## src/rtl/conv1_pkg.sv

```systemverilog
// Shared definitions for the conv1 layer controller: FSM encoding and
// geometry helpers that derive buffer sizes from the layer parameters.
package conv1_pkg;

  typedef enum logic [1:0] {
    ST_IDLE = 2'd0,
    ST_LOAD = 2'd1,
    ST_RUN  = 2'd2,
    ST_DONE = 2'd3
  } state_e;

  localparam int TIMEOUT_DEF = 20000;

  // Pooled outputs per channel: valid-conv edge divided by the pool window, squared.
  function automatic int o_cnt_f(input int i_size, input int k_size, input int p_size);
    int edge_len;
    edge_len = (i_size - k_size + 1) / p_size;
    return edge_len * edge_len;
  endfunction

  function automatic int ifmap_depth_f(input int i_size);
    return i_size * i_size;
  endfunction

endpackage

```

## src/rtl/conv1_layer_ctrl_if.sv

```systemverilog
// Pixel stream, layer side-band, ofmap write bus and status for the conv1 controller.
// Pixel stream: a pixel transfers on a rising clk edge where i_pix_valid && o_pix_ready.
interface conv1_layer_ctrl_if #(
  parameter int I_BW   = 8,
  parameter int O_BW   = 16,
  parameter int ADDR_W = 10
);
  logic              i_start;
  logic [I_BW-1:0]   i_pix;
  logic              i_pix_valid;
  logic              o_pix_ready;
  logic [I_BW-1:0]   o_fmap;
  logic              o_mem_we;
  logic              o_ce;
  logic [O_BW-1:0]   i_conv_data;
  logic              i_conv_en;
  logic              i_ch_end;
  logic              i_allch_end;
  logic              o_ofmap_we;
  logic [ADDR_W-1:0] o_ofmap_addr;
  logic [O_BW-1:0]   o_ofmap_data;
  logic [1:0]        o_ch_idx;
  logic              o_busy;
  logic              o_done;
  logic              o_err;

  modport slave (
    input  i_start, i_pix, i_pix_valid, i_conv_data, i_conv_en, i_ch_end, i_allch_end,
    output o_pix_ready, o_fmap, o_mem_we, o_ce, o_ofmap_we, o_ofmap_addr, o_ofmap_data,
           o_ch_idx, o_busy, o_done, o_err
  );

  modport master (
    output i_start, i_pix, i_pix_valid, i_conv_data, i_conv_en, i_ch_end, i_allch_end,
    input  o_pix_ready, o_fmap, o_mem_we, o_ce, o_ofmap_we, o_ofmap_addr, o_ofmap_data,
           o_ch_idx, o_busy, o_done, o_err
  );
endinterface

```

## src/rtl/conv1_ofmap_addr_gen.sv

```systemverilog
// Ofmap write address generator: per-channel output counter, channel counter,
// base multiply-add and overflow/short-channel detection.
module conv1_ofmap_addr_gen #(
  parameter int O_CNT  = 144,
  parameter int CO     = 4,
  parameter int ADDR_W = 10,
  parameter int O_BW   = 16,
  parameter int CH_W   = $clog2(CO + 1)
) (
  input  logic              clk,
  input  logic              rst_n,
  input  logic              clr_i,
  input  logic              en_i,
  input  logic              conv_en_i,
  input  logic [O_BW-1:0]   conv_data_i,
  input  logic              ch_end_i,
  output logic              we_o,
  output logic [ADDR_W-1:0] addr_o,
  output logic [O_BW-1:0]   data_o,
  output logic [CH_W-1:0]   ch_cnt_o,
  output logic              ch_last_o,
  output logic              err_o
);
  localparam int OC_W = $clog2(O_CNT + 1);

  logic [OC_W-1:0]   out_cnt_q, out_cnt_d, out_eff;
  logic [CH_W-1:0]   ch_cnt_q, ch_cnt_d;
  logic              full, accept, we_q;
  logic [ADDR_W-1:0] addr_q, base;
  logic [O_BW-1:0]   data_q;

  assign full      = (out_cnt_q == OC_W'(O_CNT));
  assign accept    = en_i && conv_en_i && !full;
  // Count as seen by a same-cycle channel end, so a coincident last write is included.
  assign out_eff   = out_cnt_q + OC_W'(accept);
  assign base      = ADDR_W'(ch_cnt_q) * ADDR_W'(O_CNT) + ADDR_W'(out_cnt_q);
  assign ch_last_o = en_i && ch_end_i && (ch_cnt_q == CH_W'(CO - 1));
  assign err_o     = (en_i && conv_en_i && full) ||
                     (en_i && ch_end_i && (out_eff != OC_W'(O_CNT)));

  always_comb begin
    out_cnt_d = out_cnt_q;
    ch_cnt_d  = ch_cnt_q;
    if (clr_i) begin
      out_cnt_d = '0;
      ch_cnt_d  = '0;
    end else if (en_i) begin
      if (ch_end_i) begin
        out_cnt_d = '0;
        if (ch_cnt_q != CH_W'(CO)) ch_cnt_d = ch_cnt_q + CH_W'(1);
      end else if (accept) begin
        out_cnt_d = out_eff;
      end
    end
  end

  always_ff @(posedge clk or negedge rst_n) begin
    if (!rst_n) begin
      out_cnt_q <= '0;
      ch_cnt_q  <= '0;
      we_q      <= 1'b0;
      addr_q    <= '0;
      data_q    <= '0;
    end else begin
      out_cnt_q <= out_cnt_d;
      ch_cnt_q  <= ch_cnt_d;
      we_q      <= accept && !clr_i;
      if (accept) begin
        addr_q <= base;
        data_q <= conv_data_i;
      end
    end
  end

  assign we_o     = we_q;
  assign addr_o   = addr_q;
  assign data_o   = data_q;
  assign ch_cnt_o = ch_cnt_q;
endmodule

```

## src/rtl/conv1_layer_ctrl.sv

```systemverilog
// Conv1 layer sequencer: loads one input fmap, runs all output channels,
// writes pooled results to the ofmap buffer and reports busy/done/error.
module conv1_layer_ctrl
  import conv1_pkg::*;
#(
  parameter int I_SIZE       = 28,
  parameter int K_SIZE       = 5,
  parameter int P_SIZE       = 2,
  parameter int CO           = 4,
  parameter int I_BW         = 8,
  parameter int O_BW         = 16,
  parameter int IFMAP_DEPTH  = ifmap_depth_f(I_SIZE),
  parameter int OFMAP_ADDR_W = 10,
  parameter int TIMEOUT      = TIMEOUT_DEF
) (
  input  logic               clk,
  input  logic               global_rst_n,
  input  logic               user_reset,
  conv1_layer_ctrl_if.slave  bus,
  output state_e             o_dbg_state
);
  localparam int O_CNT = o_cnt_f(I_SIZE, K_SIZE, P_SIZE);
  localparam int PIX_W = $clog2(IFMAP_DEPTH);
  localparam int CYC_W = $clog2(TIMEOUT + 1);
  localparam int CH_W  = $clog2(CO + 1);

  state_e           state_q, state_d;
  logic [PIX_W-1:0] pix_cnt_q, pix_cnt_d;
  logic [CYC_W-1:0] cyc_cnt_q, cyc_cnt_d;
  logic             err_q, err_d, cnt_clr;
  logic             in_run, timeout_hit, allch_early;
  logic [CH_W-1:0]  ch_cnt;
  logic             ch_last, gen_err;

  assign in_run      = (state_q == ST_RUN);
  assign timeout_hit = (cyc_cnt_q == CYC_W'(TIMEOUT - 1));
  assign allch_early = bus.i_allch_end && (ch_cnt < CH_W'(CO)) && !ch_last;

  conv1_ofmap_addr_gen #(
    .O_CNT (O_CNT),
    .CO    (CO),
    .ADDR_W(OFMAP_ADDR_W),
    .O_BW  (O_BW),
    .CH_W  (CH_W)
  ) u_addr_gen (
    .clk        (clk),
    .rst_n      (global_rst_n),
    .clr_i      (cnt_clr),
    .en_i       (in_run),
    .conv_en_i  (bus.i_conv_en),
    .conv_data_i(bus.i_conv_data),
    .ch_end_i   (bus.i_ch_end),
    .we_o       (bus.o_ofmap_we),
    .addr_o     (bus.o_ofmap_addr),
    .data_o     (bus.o_ofmap_data),
    .ch_cnt_o   (ch_cnt),
    .ch_last_o  (ch_last),
    .err_o      (gen_err)
  );

  always_comb begin
    state_d   = state_q;
    pix_cnt_d = pix_cnt_q;
    cyc_cnt_d = cyc_cnt_q;
    err_d     = err_q;
    cnt_clr   = 1'b0;
    unique case (state_q)
      ST_IDLE: begin
        if (bus.i_start) begin
          state_d   = ST_LOAD;
          pix_cnt_d = '0;
          cyc_cnt_d = '0;
          err_d     = 1'b0;
          cnt_clr   = 1'b1;
        end
      end
      ST_LOAD: begin
        if (bus.i_pix_valid) begin
          pix_cnt_d = pix_cnt_q + PIX_W'(1);
          if (pix_cnt_q == PIX_W'(IFMAP_DEPTH - 1)) state_d = ST_RUN;
        end
      end
      ST_RUN: begin
        cyc_cnt_d = cyc_cnt_q + CYC_W'(1);
        if (gen_err || allch_early || timeout_hit) err_d = 1'b1;
        if (bus.i_allch_end || ch_last || timeout_hit) state_d = ST_DONE;
      end
      ST_DONE: begin
        state_d = ST_IDLE;
        if (allch_early) err_d = 1'b1;
      end
      default: state_d = ST_IDLE;
    endcase
    // Soft reset aborts any frame silently: no done pulse, error cleared.
    if (user_reset) begin
      state_d   = ST_IDLE;
      pix_cnt_d = '0;
      cyc_cnt_d = '0;
      err_d     = 1'b0;
      cnt_clr   = 1'b1;
    end
  end

  always_ff @(posedge clk or negedge global_rst_n) begin
    if (!global_rst_n) begin
      state_q   <= ST_IDLE;
      pix_cnt_q <= '0;
      cyc_cnt_q <= '0;
      err_q     <= 1'b0;
    end else begin
      state_q   <= state_d;
      pix_cnt_q <= pix_cnt_d;
      cyc_cnt_q <= cyc_cnt_d;
      err_q     <= err_d;
    end
  end

  assign bus.o_pix_ready = (state_q == ST_LOAD);
  assign bus.o_mem_we    = (state_q == ST_LOAD) || in_run;
  assign bus.o_ce        = ((state_q == ST_LOAD) && bus.i_pix_valid) || in_run;
  assign bus.o_fmap      = (state_q == ST_LOAD) ? bus.i_pix : {I_BW{1'b0}};
  assign bus.o_busy      = (state_q == ST_LOAD) || in_run;
  assign bus.o_done      = (state_q == ST_DONE);
  assign bus.o_err       = err_q;
  assign bus.o_ch_idx    = (ch_cnt >= CH_W'(CO - 1)) ? 2'(CO - 1) : ch_cnt[1:0];
  assign o_dbg_state     = state_q;
endmodule

```

## src/flat_wrapper.sv

```systemverilog
// flat-port wrapper written by rule: the top's interface ports become plain ports
module conv1_layer_ctrl_flat import conv1_pkg::*;
#(
  parameter int I_SIZE       = 28,
  parameter int K_SIZE       = 5,
  parameter int P_SIZE       = 2,
  parameter int CO           = 4,
  parameter int I_BW         = 8,
  parameter int O_BW         = 16,
  parameter int IFMAP_DEPTH  = ifmap_depth_f(I_SIZE),
  parameter int OFMAP_ADDR_W = 10,
  parameter int TIMEOUT      = TIMEOUT_DEF
)
  (clk, global_rst_n, user_reset, o_dbg_state, bus_i_start, bus_i_pix, bus_i_pix_valid, bus_i_conv_data, bus_i_conv_en, bus_i_ch_end, bus_i_allch_end, bus_o_pix_ready, bus_o_fmap, bus_o_mem_we, bus_o_ce, bus_o_ofmap_we, bus_o_ofmap_addr, bus_o_ofmap_data, bus_o_ch_idx, bus_o_busy, bus_o_done, bus_o_err);
  conv1_layer_ctrl_if #(.I_BW(I_BW), .O_BW(O_BW), .ADDR_W((10))) bus_i ();
  input  logic clk;
  input  logic global_rst_n;
  input  logic user_reset;
  output state_e o_dbg_state;
  input wire logic [$bits(bus_i.i_start)-1:0] bus_i_start;
  input wire logic [$bits(bus_i.i_pix)-1:0] bus_i_pix;
  input wire logic [$bits(bus_i.i_pix_valid)-1:0] bus_i_pix_valid;
  input wire logic [$bits(bus_i.i_conv_data)-1:0] bus_i_conv_data;
  input wire logic [$bits(bus_i.i_conv_en)-1:0] bus_i_conv_en;
  input wire logic [$bits(bus_i.i_ch_end)-1:0] bus_i_ch_end;
  input wire logic [$bits(bus_i.i_allch_end)-1:0] bus_i_allch_end;
  output wire logic [$bits(bus_i.o_pix_ready)-1:0] bus_o_pix_ready;
  output wire logic [$bits(bus_i.o_fmap)-1:0] bus_o_fmap;
  output wire logic [$bits(bus_i.o_mem_we)-1:0] bus_o_mem_we;
  output wire logic [$bits(bus_i.o_ce)-1:0] bus_o_ce;
  output wire logic [$bits(bus_i.o_ofmap_we)-1:0] bus_o_ofmap_we;
  output wire logic [$bits(bus_i.o_ofmap_addr)-1:0] bus_o_ofmap_addr;
  output wire logic [$bits(bus_i.o_ofmap_data)-1:0] bus_o_ofmap_data;
  output wire logic [$bits(bus_i.o_ch_idx)-1:0] bus_o_ch_idx;
  output wire logic [$bits(bus_i.o_busy)-1:0] bus_o_busy;
  output wire logic [$bits(bus_i.o_done)-1:0] bus_o_done;
  output wire logic [$bits(bus_i.o_err)-1:0] bus_o_err;
  assign bus_i.i_start = bus_i_start;
  assign bus_i.i_pix = bus_i_pix;
  assign bus_i.i_pix_valid = bus_i_pix_valid;
  assign bus_i.i_conv_data = bus_i_conv_data;
  assign bus_i.i_conv_en = bus_i_conv_en;
  assign bus_i.i_ch_end = bus_i_ch_end;
  assign bus_i.i_allch_end = bus_i_allch_end;
  assign bus_o_pix_ready = bus_i.o_pix_ready;
  assign bus_o_fmap = bus_i.o_fmap;
  assign bus_o_mem_we = bus_i.o_mem_we;
  assign bus_o_ce = bus_i.o_ce;
  assign bus_o_ofmap_we = bus_i.o_ofmap_we;
  assign bus_o_ofmap_addr = bus_i.o_ofmap_addr;
  assign bus_o_ofmap_data = bus_i.o_ofmap_data;
  assign bus_o_ch_idx = bus_i.o_ch_idx;
  assign bus_o_busy = bus_i.o_busy;
  assign bus_o_done = bus_i.o_done;
  assign bus_o_err = bus_i.o_err;
  conv1_layer_ctrl #(.I_SIZE(I_SIZE), .K_SIZE(K_SIZE), .P_SIZE(P_SIZE), .CO(CO), .I_BW(I_BW), .O_BW(O_BW), .IFMAP_DEPTH(IFMAP_DEPTH), .OFMAP_ADDR_W(OFMAP_ADDR_W), .TIMEOUT(TIMEOUT)) u_core (.clk(clk), .global_rst_n(global_rst_n), .user_reset(user_reset), .bus(bus_i), .o_dbg_state(o_dbg_state));
endmodule
```

## config.mk

```make
export PLATFORM = sky130hd
export DESIGN_NAME = conv1_layer_ctrl_flat
export DESIGN_NICKNAME = d
export VERILOG_FILES = /design/src/rtl/conv1_pkg.sv /design/src/rtl/conv1_layer_ctrl_if.sv /design/src/rtl/conv1_ofmap_addr_gen.sv /design/src/rtl/conv1_layer_ctrl.sv /design/src/flat_wrapper.sv
export SDC_FILE = /design/constraint.sdc
export NUM_CORES = 1
export LEC_CHECK = 0
export CAP_MARGIN = 20
export CORE_MARGIN = 4
export CORE_UTILIZATION = 45
export CTS_BUF_LIST = sky130_fd_sc_hd__clkbuf_4 sky130_fd_sc_hd__clkbuf_8
export CTS_CLUSTER_DIAMETER = 100
export DETAILED_ROUTE_END_ITERATION = 8
export GPL_ROUTABILITY_DRIVEN = 0
export PLACE_DENSITY = 0.84
export SLEW_MARGIN = 30
export SYNTH_ARGS = -nofsm -noshare
export SYNTH_HDL_FRONTEND = slang
export SYNTH_SLANG_ARGS = --single-unit
```

## constraint.sdc

```tcl
create_clock -name clk -period 9.6 [get_ports clk]
set_input_delay 0.96 -clock clk [delete_from_list [all_inputs] [get_ports clk]]
set_output_delay 0.96 -clock clk [all_outputs]
set_load 0.02 [all_outputs]
```

==> metrics.md, run 1 <==
| Metric | Value |
|---|---|
| Status | completed |
| Final wirelength | 9113 um |
| Critical Path AT | 3960 ps |
| Internal power | 0.6399 mW |
| Pwr dens | 218.6 nW/um2 |
| Nets@finish | 535 |
| Worst Setup Path Type | flop to flop |
| Post-Syn Area | 3631 um2 |
| Hold-fix buffers, CTS | 0 |
| Final hold vios | 0 |
| Core Region | 7767 um2 |
| Worst path max stage delay | 640 ps |
| Final hold slack | 474.9 ps |
| Slew headroom | 45.41% |
| Mapped Cells | 418 |
| Syn nets | 466 |
| Port bufs | 76 |
| Syn-to-layout area delta | 28.19% |
| Reg-to-Reg Start | u_core.o_dbg_state[0]$_DFFE_PN0P_ |
| H-tree depth | 3 |
| Combinational share of power | 41.9% |
| Commonest non-fill, non-tap cells in the layout | 96 x nand2_1, 75 x clkdlybuf4s50_1, 66 x dfrtp_1 |
| Worst path depth | 11 |
| DR iter-0 viols | 245 |
| Worst path top cell family by delay | adder cells |
| DR DRC count | 0 |
| Sw power | 0.3774 mW |
| Max-slew violation count | 0 |
| Initial antenna violation count | 0 |
| Flops & latches, synth | 66 |
| Overall Power | 1.017 mW |
| Critical path's slowest cell | ha_1 |
| Gr usage total | 19.44% |
| Io pins | 77 |
| # resized after CTS | 0 |
| Die W | 97.83 um |
| Worst slew pin tran | 818.9 ps |
| Min-Delay Path Class | flop to flop |
| Post-CTS setup buffers | 0 |
| Top achievable clock speed | 0.2703 GHz |
| Clock slew at reported path FFs | 70 ps |
| Die height | 97.83 um |
| CP required | 9860 ps |
| Via density per instance | 5.729 |
| Cell area after layout | 4654 um2 |
| Global route overflow | 0 |
| Layout cells sized above 1 | 4.675% |
| Asr flop ratio synth | 100.0% |
| Hold Startpoint | u_core.u_addr_gen.data_o[14]$_DFFE_PN0P_ |
| R2R setup slack | 5900 ps |
| Initial core utilization | 46.75% |
| Synth area leaders | dfrtp_1 45%, nand2_1 9.9%, o21ai_0 6.2% |
| Setup tns final | 0 ps |
| DR pass1 iterations | 5 |
| Clock Latency Late Sink | 350 ps |
| Dpl hpwl | 6352 um |
| Synth warn | 0 |
| ANT cells | 0 |
| Buf+Inv Stages, Crit Path | 2 |
| CTS Root Cell | clkbuf_8 |
| Synth Flop Type | dfrtp_1 |
| Die footprint | 9570 um2 |
| Max-Cap Viols | 0 |
| Final design utilization | 59.92% |
| Row Count | 32 |
| ANT nets after route | 0 |
| Clock Sinks | 66 |
| Post-synth top area share | 45.49% |
| DP Area | 4442 um2 |
| Synth area leader | dfrtp_1 |
| Setup violators final | 0 |
| Via Count | 3403 |
| Net Sw Frac | 37.10% |
| Reg2reg path depth | 11 |
| Vias in the first global route | 3276 |
| Max rail drop VDD | 0.1499 mV |
| Pin count of the biggest net entering global routing | 67 |
| Seq pwr share | 34.1% |
| Hold depth | 2 |
| Most common cell after layout, fill and taps aside | nand2_1 |
| Final Critical Period | 3699 ps |
| Final Cycle Share | 38.53% |
| CTS tree | done |
| Worst setup path startpoint | u_core.o_dbg_state[0]$_DFFE_PN0P_ |
| P_leak | 2.119 nW |
| EDFF count, synth | 0 |
| Setup Skew | 10.39 ps |
| Filler instances | 674 |
| Sequential element share of the synthesized area | 45.49% |
| CTS Buf Count | 9 |
| Startpoint Class | flop |
| Netlist cell types | 52 |
| DR WL/cell | 15.34 um |
| Clock Path Buffers | 2 |
| Critical path endpoint category | flop |
| Clk network pwr share | 24.1% |
| CP max FO | 37 |
| Worst path most repeated cell | ha_1 |
| Unrepaired setup endpoints after global routing | false |
| Worst path cell trace | inv_1 > ha_1 > nand3_4 > inv_4 > ha_1 > nand2_1 > xnor2_1 > a31oi_1 > o41ai_1 > a211oi_1 > nor3b_1 |
| First-pass GRT wire length | 15460 um |
| Avg Synthesized Cell Area | 8.687 um2 |
[worst min-delay path, cell delays in order (launching register included)]
cell and delay [ps]:
dfrtp_1 340, nand2_1 50, nand2_1 60
[per-stage QoR]
| step | std cells | setup WS, ps |
|---|---|---|
| after global routing | 594 | 5531 |
| after floorplan | 418 | 6495 |
| after global placement | 578 | 5809 |
| final | 594 | 5901 |
| after detailed placement | 578 | 5683 |
| after CTS | 594 | 5964 |
[worst paths after layout]
path,end
setup / recovery,u_core.bus.o_err$_DFFE_PN0P_
hold / removal,u_core.u_addr_gen.data_o[14]$_DFFE_PN0P_
setup reg to reg,u_core.bus.o_err$_DFFE_PN0P_
hold reg to reg,u_core.u_addr_gen.data_o[14]$_DFFE_PN0P_
max in group asynchronous,u_core.cyc_cnt_q[6]$_DFFE_PN0P_
min in group asynchronous,u_core.u_addr_gen.addr_o[5]$_DFFE_PN0P_
[final cells by class]
cell class,count,area (um2),area share [%]
sequential,66,1652,35.48
clock inverter,2,35.03,0.7527
multi-input combinational,320,1852,39.79
tap,102,127.6,2.742
timing repair buffer,77,763.2,16.40
inverter,13,51.30,1.102
clock buffer,14,173.9,3.737
[sequential cells by signal, summed over array words and instances (netlist names)]
signal and count:
u_core.u_addr_gen.we_o 1, u_core.u_addr_gen.out_cnt_q 8, u_core.pix_cnt_q 10, u_core.u_addr_gen.ch_cnt_o 3, u_core.u_addr_gen.addr_o 10, u_core.cyc_cnt_q 15, u_core.bus.o_err 1, u_core.u_addr_gen.data_o 16
u_core.o_dbg_state 2
[synth_stat cells (all sizes together) (3+ instances only)]
cell	instances
nand3	8
and2	8
a21oi	15
nor3b	4
o31ai	3
nand2b	9
nand2	96
a31oi	7
o21ai	45
o41ai	4
and4	3
nor2	27
nand4	8
inv	13
nor3	6
ha	15
xor2	4
dfrtp	66
a311oi	4
clkbuf	14
xnor2	5
nor2b	6
buf	5
and3	7
a21o	7
or3	3
[power by group through the flow]
stage               combinational [mW]  clock [mW]  sequential (mW)
finish                           0.426       0.245            0.347
global route                     0.464       0.262            0.352
CTS                              0.426       0.251            0.347
detailed placement               0.422           0            0.352
global placement                 0.415           0            0.350
floorplan                        0.196           0            0.397
[cell families after synthesis]
logic type	share of synthesized area [%]
DFF	45.49
and+or+nand+nor	25.22
adders and majority gates	5.720
AOI/OAI and AO/OA	17.23
buffers and inverters	3.618
muxes	0.5514
xor gates and xnor gates	2.171
[metal layers]
metal  global-route usage (%)  up-vias  routed length [um]
li1                         -     1603                   -
met1                    24.92     1638                3789
met2                    31.31      142                4434
met3                    5.500       20                 729
met4                    7.348        0                 159
met5                        0        -                   0
No activity file was read; power rests on OpenSTA's default activity.
==> inputs of run 2 (changes only) <==
--- a/config.mk
+++ b/config.mk
@@ -12,7 +12,7 @@
 export CTS_CLUSTER_DIAMETER = 100
 export DETAILED_ROUTE_END_ITERATION = 8
 export GPL_ROUTABILITY_DRIVEN = 0
-export PLACE_DENSITY = 0.84
+export PLACE_DENSITY = 0.87
 export SLEW_MARGIN = 30
 export SYNTH_ARGS = -nofsm -noshare
 export SYNTH_HDL_FRONTEND = slang
==> constraint.sdc (replaced) <==
create_clock -name clk -period 3.19 [get_ports clk]
set_input_delay 0.319 -clock clk [delete_from_list [all_inputs] [get_ports clk]]
set_output_delay 0.319 -clock clk [all_outputs]
set_load 0.02 [all_outputs]
==> run 2 against run 1 <==
Final cell count grew 2.0%. Fmax grew 27%. Flip-flop and latch count is the same. Worst hold slack lost 2.9 ps. Power grew to 3.1 times the previous value. Non-clock buffer count grew 12. Final area grew 2.3%. Critical path type unchanged. Critical endpoint unchanged. Largest cell class unchanged.
==> metrics.md, run 2 (synthesis gave the netlist of run 1 again) <==
| Metric | Value |
|---|---|
| Status | completed |
| ANT nets after route | 0 (unchanged) |
| Critical Path AT | 3180 ps (-780 ps) |
| Pin count of the biggest net entering global routing | 37 (-45%) |
| Gr usage total | 19.09% (-0.34 points) |
| Worst Setup Path Type | flop to flop |
| Cell area after layout | 4763 um2 (+2.3%) |
| R2R setup slack | 280 ps (-5620 ps) |
| Critical path endpoint category | flop |
| Via Count | 3423 (+0.59%) |
| Reg-to-Reg Start | u_core.u_addr_gen.out_cnt_q[1]$_DFFE_PN0P_ |
| Initial core utilization | 46.75% (unchanged) |
| Reg2reg path depth | 10 (-1) |
| Clock slew at reported path FFs | 70 ps (about the same) |
| Row Count | 32 (unchanged) |
| First-pass GRT wire length | 15080 um (-2.4%) |
| Syn-to-layout area delta | 31.19% |
| Startpoint Class | flop |
| Nets@finish | 547 (+2.2%) |
| Max rail drop VDD | 0.7486 mV (+400%) |
| ANT cells | 0 (unchanged) |
| Commonest non-fill, non-tap cells in the layout | 96 x nand2_1, 75 x clkdlybuf4s50_1, 66 x dfrtp_1 |
| Die height | 97.83 um (unchanged) |
| Port bufs | 76 (unchanged) |
| Post-Place Worst Slack | 210.9 ps (-5472 ps) |
| Vias in the first global route | 3269 (-0.21%) |
| Internal power | 1.971 mW (+210%) |
| Setup Skew | 9.412 ps (-0.9752 ps) |
| P_leak | 2.187 nW (+3.2%) |
| CP required | 3460 ps (-6400 ps) |
| Unrepaired setup endpoints after global routing | false |
| Clk network pwr share | 25.0% (+0.9 points) |
| CTS tree | done |
| DR pass1 iterations | 4 (-1) |
| Die footprint | 9570 um2 (unchanged) |
| Initial antenna violation count | 0 (unchanged) |
| Final design utilization | 61.32% (+1.4 points) |
| Final hold slack | 472.0 ps (-2.906 ps) |
| DR iter-0 viols | 162 (-34%) |
| Post-CTS setup buffers | 0 (unchanged) |
| Final wirelength | 8931 um (-2.0%) |
| Dpl hpwl | 6486 um (+2.1%) |
| Layout cells sized above 1 | 6.944% (+2.3 points) |
| Die W | 97.83 um (unchanged) |
| Min-Delay Path Class | flop to flop |
| Hold Startpoint | u_core.u_addr_gen.data_o[10]$_DFFE_PN0P_ |
| Max-slew violation count | 0 (unchanged) |
| RR Endpoint | u_core.bus.o_err$_DFFE_PN0P_ |
| Top achievable clock speed | 0.3435 GHz (+27%) |
| Setup violators final | 0 (unchanged) |
| Combinational share of power | 41.6% (-0.3 points) |
| Final hold vios | 0 (unchanged) |
| Final worst slack | 279.1 ps (-5622 ps) |
| Filler instances | 666 (-1.2%) |
| CP max FO | 6 (-84%) |
| CTS Root Cell | clkbuf_8 |
| DR DRC count | 0 (unchanged) |
| DP Area | 4528 um2 (+1.9%) |
| Clock Latency Late Sink | 350 ps (about the same) |
| Max reg flops | 16 (unchanged) |
| H-tree depth | 3 (unchanged) |
| Final Cycle Share | 91.25% (+53 points) |
| Seq pwr share | 33.4% (-0.7 points) |
| Most common cell after layout, fill and taps aside | nand2_1 |
| Io pins | 77 (unchanged) |
| Pwr dens | 654.4 nW/um2 (+200%) |
| Worst Hold End | u_core.u_addr_gen.data_o[10]$_DFFE_PN0P_ |
| DR WL/cell | 14.74 um (-3.9%) |
| Final Critical Period | 2911 ps (-788.2 ps) |
| Overall Power | 3.117 mW (+210%) |
| Sw power | 1.146 mW (+200%) |
| Setup tns final | 0 ps (unchanged) |
| Final std cells w/o fill | 606 (+2.0%) |
| Hold depth | 2 (unchanged) |
| Via density per instance | 5.649 (-1.4%) |
| Clock Sinks | 66 (unchanged) |
| Slew headroom | 49.25% (+3.8 points) |
| Core Region | 7767 um2 (unchanged) |
| Clock Path Buffers | 2 (unchanged) |
| Placed cells | 589 (+1.9%) |
| CTS Buf Count | 9 (unchanged) |
| Global route overflow | 0 (unchanged) |
| Worst slew pin tran | 761.3 ps (-57.65 ps) |
| Net Sw Frac | 36.78% (-0.32 points) |
| Max-Cap Viols | 0 (unchanged) |
## run 2: changes by cell type in the layout (fill, tap and decap cells not counted), sizes merged
cell	before	now
buf	2	13
clkbuf	14	10
clkinv	1	4
bufinv	1	2
dlygate4sd3	0	1
## run 2: layer usage
metal / vias to the layer above / wire, um / global-route usage (%)
met5: - / 0 / 0
met4: 0 / 180 / 6.816
met3: 25 / 733 / 6.571
met2: 144 / 4147 / 30.42
met1: 1634 / 3870 / 24.18
li1: 1620 / - / -
## run 2: repair_timing
item                                    CTS  global route
resized for setup                         0             1
endpoints found under the hold margin    25             0
hold buffers                              1             0
endpoints found under the setup margin    0             1
## run 2: layout make-up
class / instances / area (um2) / share of cell area [%]
clock buffers: 10 / 137.6 / 2.889
clock inverters: 6 / 80.08 / 1.681
inverters: 13 / 51.30 / 1.077
multi-input cells: 320 / 1859 / 39.03
flip-flops and latches: 66 / 1652 / 34.67
well taps: 102 / 127.6 / 2.679
repair buffers: 89 / 855.8 / 17.97
## run 2: worst max path at each step
stage                                               start                      endpoint  slack, ps  cells past startpoint
4_1_cts        u_core.u_addr_gen.out_cnt_q[1]$_DFFE_PN0P_  u_core.bus.o_err$_DFFE_PN0P_        160                     10
2_1_floorplan  u_core.u_addr_gen.out_cnt_q[4]$_DFFE_PN0P_  u_core.bus.o_err$_DFFE_PN0P_         80                     12
5_1_grt        u_core.u_addr_gen.out_cnt_q[1]$_DFFE_PN0P_  u_core.bus.o_err$_DFFE_PN0P_        140                     10
3_3_place_gp   u_core.u_addr_gen.out_cnt_q[1]$_DFFE_PN0P_  u_core.bus.o_err$_DFFE_PN0P_        290                     10
3_5_place_dp   u_core.u_addr_gen.out_cnt_q[1]$_DFFE_PN0P_  u_core.bus.o_err$_DFFE_PN0P_        210                     10
6_report       u_core.u_addr_gen.out_cnt_q[1]$_DFFE_PN0P_  u_core.bus.o_err$_DFFE_PN0P_        280                     10
## run 2: power by group through the flow
stage	clock network (mW)	registers, mW	logic (mW)
2_1_floorplan	0	1.19	0.591
3_3_place_gp	0	1.05	1.26
3_5_place_dp	0	1.06	1.29
4_1_cts	0.799	1.04	1.30
5_1_grt	0.842	1.06	1.41
6_report	0.778	1.04	1.30
## run 2: worst max-delay path: stages, from the launching register on
cell	delay, ps
dfrtp_1	380
or3b_1	430
or3_4	420
nand3_4	100
inv_4	40
ha_1	250
and3_1	240
o31a_1	260
o41ai_2	380
a211oi_1	130
nor3b_1	190
==> inputs of run 3 (changes only) <==
--- a/config.mk
+++ b/config.mk
@@ -13,6 +13,7 @@
 export DETAILED_ROUTE_END_ITERATION = 8
 export GPL_ROUTABILITY_DRIVEN = 0
 export PLACE_DENSITY = 0.87
+export SETUP_SLACK_MARGIN = 0.15
 export SLEW_MARGIN = 30
 export SYNTH_ARGS = -nofsm -noshare
 export SYNTH_HDL_FRONTEND = slang
==> run 3 against run 2 <==
First-iteration DRC count up 23%. Sequential share of layout area rose by 0.53 points. Clock skew decreased by 0.79 ps. Highest routed layer unchanged.
==> metrics.md, run 3 (synthesis gave the netlist of run 1 again) <==
| Metric | Value |
|---|---|
| Critical Path AT | 3130 ps (-50 ps) |
| Setup violators final | 0 (unchanged) |
| DR DRC count | 0 (unchanged) |
| Core Region | 7767 um2 (unchanged) |
| Max rail drop VDD | 0.5685 mV (-24%) |
| Min-Delay Path Class | input port to async pin |
| ANT cells | 0 (unchanged) |
| Gr usage total | 18.87% (-0.22 points) |
| Syn-to-layout area delta | 29.39% |
| Clock Path Buffers | 2 (unchanged) |
| First-pass GRT wire length | 15190 um (+0.73%) |
| Dpl hpwl | 6482 um (about the same) |
| Layout cells sized above 1 | 7.200% (+0.26 points) |
| Startpoint Class | flop |
| Slew headroom | 47.96% (-1.3 points) |
| CTS Buf Count | 9 (unchanged) |
| Overall Power | 2.954 mW (-5.2%) |
| Setup Skew | 8.625 ps (-0.7876 ps) |
| Via Count | 3369 (-1.6%) |
| Max reg flops | 16 (unchanged) |
| Clock slew at reported path FFs | 70 ps (about the same) |
| Die footprint | 9570 um2 (unchanged) |
| DR iter-0 viols | 200 (+23%) |
| CTS Root Cell | clkbuf_8 |
| P_leak | 2.135 nW (-2.4%) |
| Final hold vios | 0 (unchanged) |
| Top achievable clock speed | 0.3478 GHz (+1.2%) |
| Vias in the first global route | 3264 (-0.15%) |
| Setup tns final | 0 ps (unchanged) |
| Worst Setup Path Type | flop to flop |
| CP max FO | 28 (+22) |
| H-tree depth | 3 (unchanged) |
| DR WL/cell | 14.70 um (-0.27%) |
| Row Count | 32 (unchanged) |
| Clock Sinks | 66 (unchanged) |
| Max-Cap Viols | 0 (unchanged) |
| Final Critical Period | 2875 ps (-35.45 ps) |
| Port bufs | 76 (unchanged) |
| ANT nets after route | 0 (unchanged) |
| Status | completed |
| Die W | 97.83 um (unchanged) |
| Worst slew pin tran | 780.7 ps (+19.41 ps) |
| Global route overflow | 0 (unchanged) |
| Clock Latency Late Sink | 350 ps (about the same) |
| CTS tree | done |
| Reg2reg path depth | 11 (+1) |
| CP required | 3440 ps (-20 ps) |
| DR pass1 iterations | 5 (+1) |
| Initial core utilization | 46.75% (unchanged) |
| R2R setup slack | 310 ps (+40 ps) |
| Final wirelength | 8848 um (-0.93%) |
| Die height | 97.83 um (unchanged) |
| Commonest non-fill, non-tap cells in the layout | 96 x nand2_1, 75 x clkdlybuf4s50_1, 64 x dfrtp_1 |
| Unrepaired setup endpoints after global routing | false |
| Filler instances | 672 (+0.90%) |
| Nets@finish | 543 (-0.73%) |
| Pin count of the biggest net entering global routing | 37 (unchanged) |
| Final Cycle Share | 90.14% (-1.1 points) |
| Critical path endpoint category | flop |
| Pwr dens | 628.7 nW/um2 (-3.9%) |
| Initial antenna violation count | 0 (unchanged) |
| Most common cell after layout, fill and taps aside | nand2_1 |
| Via density per instance | 5.596 (-0.92%) |
| Max-slew violation count | 0 (unchanged) |
| Io pins | 77 (unchanged) |
[run 3: cell type report]
class / instances / area (um2) / area share (%)
multi-input combinational: 320 / 1869 / 39.79
clock inverter: 5 / 31.28 / 0.6658
clock buffer: 11 / 138.9 / 2.956
timing repair buffer: 85 / 825.8 / 17.58
inverter: 13 / 51.30 / 1.092
sequential: 66 / 1654 / 35.21
tap: 102 / 127.6 / 2.716
[run 3: final timing paths]
| check | start | endpoint |
|---|---|---|
| max reg2reg | u_core.u_addr_gen.out_cnt_q[1]$_DFFE_PN0P_ | u_core.bus.o_err$_DFFE_PN0P_ |
| min | global_rst_n | u_core.u_addr_gen.data_o[0]$_DFFE_PN0P_ |
| max | u_core.u_addr_gen.out_cnt_q[1]$_DFFE_PN0P_ | u_core.bus.o_err$_DFFE_PN0P_ |
| max in group asynchronous | global_rst_n | u_core.u_addr_gen.out_cnt_q[5]$_DFFE_PN0P_ |
| min reg2reg | u_core.u_addr_gen.data_o[14]$_DFFE_PN0P_ | u_core.u_addr_gen.data_o[14]$_DFFE_PN0P_ |
| min in group clk | u_core.u_addr_gen.data_o[14]$_DFFE_PN0P_ | u_core.u_addr_gen.data_o[14]$_DFFE_PN0P_ |
[run 3: timing repair]
item                                    4_1_cts  5_1_grt
hold buffers                                  1        0
endpoints found under the setup margin        0        1
buffers inserted                              0        0
resized for setup                             0        4
endpoints found under the hold margin        22        0
[run 3: stage by stage]
step | hold slack, ps | setup WS (ps) | area [um2] | instances | utilization (%)
detailed placement | 311.3 | 277.6 | 4504 | 585 | 57.99
CTS | 480.0 | 253.1 | 4684 | 602 | 60.31
global route | 508.1 | 169.0 | 4698 | 602 | 60.49
finish | 464.0 | 314.6 | 4698 | 602 | 60.49
global placement | 310.6 | 356.8 | 4504 | 585 | 57.99
floorplan | 23.41 | 191.9 | 3641 | 418 | -
[run 3: worst max-delay path, cell delays in order, from the launching register on]
cell	delay (ps)
dfrtp_1	370
or3b_1	420
or3_4	410
nand3_4	100
inv_4	120
ha_2	260
nor3b_2	170
a31oi_1	60
o22a_1	170
o41ai_2	350
a211oi_1	120
nor3b_1	200
[run 3: metal layers]
metal | track usage [%] | share of wire [%] | vias up | wire length, um
li1 | - | - | 1619 | -
met1 | 24.57 | 45 | 1610 | 3948
met3 | 4.643 | 6.8 | 12 | 599
met5 | 0 | 0 | - | 0
met4 | 6.709 | 1.7 | 0 | 146
met2 | 30.68 | 47 | 128 | 4153
[run 3: report_power, final]
group          total, mW  switching, mW  internal, mW  leakage [nW]
sequential          1.04         0.0765         0.962         0.892
clock              0.621          0.325         0.296        0.0899
combinational       1.29          0.747         0.547          1.15
